===== src/rtl/uart_tx_arbiter.sv =====
// Merges NUM_CH same-clock UART TX lines onto one registered TXD pin.
// A channel change waits until both the old and the new line have been idle long enough.
module uart_tx_arbiter #(
    parameter int unsigned NUM_CH      = 2,
    parameter int unsigned BAUD_PERIOD = 104,
    parameter int unsigned IDLE_BITS   = 2,
    parameter int unsigned ACT_STRETCH = 65535,
    localparam int unsigned SEL_W      = (NUM_CH > 1) ? $clog2(NUM_CH) : 1
) (
    input  logic              clk,
    input  logic              reset_n,
    input  logic [NUM_CH-1:0] tx_in,
    input  logic [SEL_W-1:0]  sel_req,
    output logic              txd,
    output logic [SEL_W-1:0]  sel_cur,
    output logic              switch_pending,
    output logic [NUM_CH-1:0] ch_active
);

    localparam int unsigned IDLE_LIM = IDLE_BITS * BAUD_PERIOD;
    localparam int unsigned CNT_W    = $clog2(IDLE_LIM + 1);
    localparam int unsigned ACT_W    = $clog2(ACT_STRETCH + 1);
    localparam int unsigned PAD_W    = 2 ** SEL_W;
    localparam logic [SEL_W:0] NUM_CH_W = (SEL_W + 1)'(NUM_CH);

    localparam logic [1:0] LOCKED = 2'd0;
    localparam logic [1:0] DRAIN  = 2'd1;
    localparam logic [1:0] SWITCH = 2'd2;

    logic [1:0]        state;
    logic [1:0]        state_n;
    logic [SEL_W-1:0]  target;
    logic [SEL_W-1:0]  target_n;
    logic [CNT_W-1:0]  cnt;
    logic [CNT_W-1:0]  cnt_n;
    logic              pend_n;
    logic [SEL_W-1:0]  sel_n;
    logic              txd_n;

    logic [NUM_CH-1:0] tx_q;
    logic [NUM_CH-1:0] tx_prev;
    logic [PAD_W-1:0]  tx_pad;
    logic              both;
    logic              sel_valid;
    logic [ACT_W-1:0]  act_cnt [NUM_CH];

    // Unused select codes read as idle so indexing is always in range.
    always_comb begin
        tx_pad             = '1;
        tx_pad[NUM_CH-1:0] = tx_q;
    end

    assign both      = tx_pad[sel_cur] & tx_pad[target];
    assign sel_valid = {1'b0, sel_req} < NUM_CH_W;

    // Switch control: cancel beats retarget beats completion.
    always_comb begin
        state_n  = state;
        target_n = target;
        cnt_n    = cnt;
        pend_n   = switch_pending;
        sel_n    = sel_cur;
        txd_n    = tx_pad[sel_cur];
        case (state)
            LOCKED: begin
                if (sel_req != sel_cur && sel_valid) begin
                    target_n = sel_req;
                    cnt_n    = '0;
                    pend_n   = 1'b1;
                    state_n  = DRAIN;
                end
            end
            DRAIN: begin
                cnt_n = both ? cnt + CNT_W'(1) : '0;
                if (sel_req == sel_cur) begin
                    pend_n  = 1'b0;
                    state_n = LOCKED;
                end else if (sel_valid && sel_req != target) begin
                    target_n = sel_req;
                    cnt_n    = '0;
                end else if (both && cnt == CNT_W'(IDLE_LIM - 1)) begin
                    state_n = SWITCH;
                end
            end
            SWITCH: begin
                sel_n   = target;
                txd_n   = 1'b1;
                pend_n  = 1'b0;
                state_n = LOCKED;
            end
            default: begin
                state_n = LOCKED;
            end
        endcase
    end

    always_ff @(posedge clk or negedge reset_n) begin
        if (!reset_n) begin
            state          <= LOCKED;
            target         <= '0;
            cnt            <= '0;
            switch_pending <= 1'b0;
            sel_cur        <= '0;
            txd            <= 1'b1;
        end else begin
            state          <= state_n;
            target         <= target_n;
            cnt            <= cnt_n;
            switch_pending <= pend_n;
            sel_cur        <= sel_n;
            txd            <= txd_n;
        end
    end

    // Input register and retriggerable per-channel activity stretchers.
    always_ff @(posedge clk or negedge reset_n) begin
        if (!reset_n) begin
            tx_q      <= '1;
            tx_prev   <= '1;
            ch_active <= '0;
            for (int i = 0; i < int'(NUM_CH); i++) begin
                act_cnt[i] <= '0;
            end
        end else begin
            tx_q    <= tx_in;
            tx_prev <= tx_q;
            for (int i = 0; i < int'(NUM_CH); i++) begin
                if (tx_prev[i] && !tx_q[i]) begin
                    act_cnt[i] <= ACT_W'(ACT_STRETCH);
                end else if (act_cnt[i] != '0) begin
                    act_cnt[i] <= act_cnt[i] - ACT_W'(1);
                end
                ch_active[i] <= (act_cnt[i] != '0);
            end
        end
    end

endmodule


===== config.mk =====
export PLATFORM = sky130hd
export DESIGN_NAME = uart_tx_arbiter
export DESIGN_NICKNAME = d
export VERILOG_FILES = /design/src/rtl/uart_tx_arbiter.sv
export SDC_FILE = /design/constraint.sdc
export NUM_CORES = 1
export LEC_CHECK = 0
export ABC_AREA = 1
export BUFFER_PORTS_ARGS = -buffer_cell sky130_fd_sc_hd__buf_2
export CAP_MARGIN = 20
export CORE_MARGIN = 3
export CORE_UTILIZATION = 60
export DETAILED_ROUTE_END_ITERATION = 10
export PLACE_DENSITY_LB_ADDON = 0.08
export SETUP_SLACK_MARGIN = 0.4
export SYNTH_ARGS = -nofsm -noshare
export SYNTH_HDL_FRONTEND = slang
export SYNTH_SLANG_ARGS = --single-unit

===== constraint.sdc =====
create_clock -name clk -period 1.8 [get_ports clk]
set_input_delay 0.18 -clock clk [delete_from_list [all_inputs] [get_ports clk]]
set_output_delay 0.18 -clock clk [all_outputs]
set_load 0.005 [all_outputs]

==> run_results.csv <==
group,metric,value,unit
run_status,status,"completed",
timing,rsz0062_at_grt,"true",
routing,wl_per_cell,14.6,um
clock_tree,clk_latency,310,ps
synth,synthCells,396,
routing,initialDrtViolationCount,340,
setup_path,crit_family,"simple AND/OR/NAND/NOR gates",
timing,setup_viol,0,
routing,drc,0,
synth,synth_edf_count,0,
clock_tree,clock-sinks,52,
layout,fin_cells,495,
layout,layout.area.seq,0.00131,mm^2
layout,layout-drive-gt1-share,0.281,
floorplanning,fp.coreArea,0.00456,mm^2
clock_tree,cts_tree,"built",
floorplanning,fp.dieH,76.3,um
setup_path,cp_data_arrival_time,1630,ps
worst_hold_path,hp-class,"primary input to flop",
clock_tree,cts.clk_slew.worst_paths,90,ps
routing,ant_nets,0,
setup_path,r2r_start,"act_cnt[0]",
synth,synth_commonest_cells,"nand2_1 (84), inv_1 (65), dfrtp_1 (47)",
layout,final_nets,441,
setup_path,cp_slowest_cell,"dfrtp_1",
setup_path,critPathLaunch,"act_cnt[0]",
floorplanning,die-area,0.00583,mm^2
global_route,grt_antenna_before_repair,0,
timing,period_minus_slack,1440,ps
place,hpwl,4230,um
global_route,first_global_vias,2383,
synth,ys_ff_latch,52,
power_and_ir_drop,total_leakage_power,1.55,nW
setup_path,crit_required,1990,ps
power_and_ir_drop,powerDensity,882,mW/mm^2
clock_tree,clockRootBuffer,"clkbuf_8",
synth,yosysWarnings,0,
global_route,grt_overflow,0,
setup_path,worstSetupPathType,"flop to flop",
clock_tree,clockBufferDepth,2,
layout,diodes,0,
setup_path,startpoint_type,"flop",
floorplanning,initial_core_util,0.650,
place,port_buffers,9,
timing,drv_slew,0,
timing,skew,3.81,ps
clock_tree,cts-htree-levels,2,
timing,fin_crit_sh,0.799,
routing,drt-total-wl,7250,um
synth,ys_types,29,
routing,via_per_inst,5.57,
setup_path,path_cells,"inv_2, ha_4, nand3_4, nor2_4, nand2_4, nand3_1, o211ai_1",
routing,drtPass1Iterations,6,
setup_path,cpPeakStageDelay,390,ps
global_route,grt.total_usage,0.230,
layout,utilization,0.802,
timing,clock.fmax,0.695,GHz
synth,syn_avg_cell_area,7.49,um^2
synth,synth_top_area_frac,0.396,
timing,hold_viol_final,0,
layout,multi_input_area,0.00172,mm^2
timing,tightest_slew,658,ps
run,maxCapViolCount,0,
synth,mappedNetlistArea,0.00297,mm^2
routing,dr_total_vias,2759,
worst_hold_path,worstHoldStart,"sel_req",
place,place_congestion,0.894,
global_route,grt_max_degree,53,
floorplanning,io_pins,10,
power_and_ir_drop,total_power,0.00323,W
synth,yosysMostFrequentCell,"nand2_1",
setup_path,cp_max_fo,9,
synth,yosysTopAreaCell,"dfrtp_1",
clock_tree,numCtsBuffers,5,
synth,ys_dominant_reg_cell,"dfrtp_1",
global_route,grt_pass1_wl,10900,um
synth,ys_seq_area_frac,0.441,
timing,slew_headroom,0.561,
floorplanning,die_x,76.3,um
layout,area_delta_synth_final,23.4,%
setup_path,worst_setup_path_end_kind,"flop",
timing,fin_tns_setup,0,ps
synth,ys_top_cells_by_area,"dfrtp_1 (40%), nand2_1 (11%), inv_1 (8.2%), nand3_1 (6.7%), nor2_1 (5.8%)",
setup_path,critPathBufInv,1,
synth,synth-async-reset-ratio,1.00,
place,place_inst,467,
floorplanning,fp-row-count,24,
power_and_ir_drop,ir_drop,705,uV
setup_path,rrSetupSlack,360,ps
synth,syn_nets,408,
layout,nFillCells,306,
-- area by class of cell --
| cell class | count | share of cell area |
|---|---|---|
| flip-flops and latches | 52 | 0.358 |
| multi-input cells | 273 | 0.469 |
| inverters | 67 | 0.0694 |
| well taps | 65 | 0.0222 |
| repair buffers | 30 | 0.0584 |
| clock buffers | 7 | 0.0208 |
| clock inverters | 1 | 0.00239 |
-- per-layer routing --
metal | global-route usage | share of wire | vias to the layer above
met3 | 0.0579 | 0.061 | 11
met4 | 0.0688 | 0.014 | 0
met5 | 0 | 0 | -
met1 | 0.319 | 0.44 | 1285
met2 | 0.355 | 0.49 | 124
li1 | - | - | 1339
-- worst register-to-register path, cell delays in order (launching register included) --
cell,delay [ps]
dfrtp_1,390
inv_2,100
ha_4,170
nand3_4,140
nor2_4,180
nand2_4,130
nand3_1,120
o211ai_1,90
-- registers in the layout, indices dropped and copies added, names as in the netlist --
name	flops
act_cnt	32
txd	1
cnt	8
tx_prev	2
target	1
tx_pad	2
switch_pending	1
ch_active	2
state	2
sel_cur	1
-- repair_timing --
action                     CTS  global route
pin swaps                    2            15
hold endpoints to repair    49             0
resized for setup           38            56
setup buffers                4            13
hold buffers                 3             0
setup endpoints to repair   43            44
-- path summary, 6_finish.rpt --
path | to | cells past startpoint
max in group asynchronous | sel_cur | 3
worst min register to register | tx_prev[1] | 0
worst max register to register | act_cnt[2] | 7
min in group asynchronous | act_cnt[22] | 3
worst max-delay path | act_cnt[2] | 7
worst min-delay path | target | 3
-- where the power goes --
group          total (W)  internal (W)  leakage (nW)  switching, W
registers        0.00143       0.00132         0.536      0.000110
clock network   0.000670      0.000279        0.0424      0.000391
logic            0.00113      0.000421         0.976      0.000708
total            0.00323       0.00202          1.55       0.00121
-- cells in the final DEF, fill, tap and decap left out, drive strengths merged --
cell type / n
ha: 7
or2: 2
inv: 67
xnor2: 1
nand4: 17
nand2: 89
a31oi: 4
a21oi: 10
dlygate4sd3: 3
dfstp: 5
o21ai: 25
o21a: 1
nor4: 1
nand3: 41
xor2: 4
nor3: 8
dfrtp: 47
o211ai: 2
nor2: 56
buf: 27
a21o: 1
clkinv: 1
nand3b: 4
clkbuf: 7
-- stage by stage --
step	hold WS, ps	area [um^2]	setup WS (ps)
global placement	285	3070	242
global route	247	3660	281
detailed placement	287	3070	176
finish	196	3660	361
floorplan	-116	2970	403
CTS	178	3340	392
-- kinds of logic after synthesis --
group,synth area share
xor gates and xnor gates,0.0148
adders and majority gates,0.0295
AOI/OAI and AO/OA,0.0776
DFF,0.441
buffers and inverters,0.0957
and+or+nand+nor,0.342
Power figures use the tool's default switching activity.
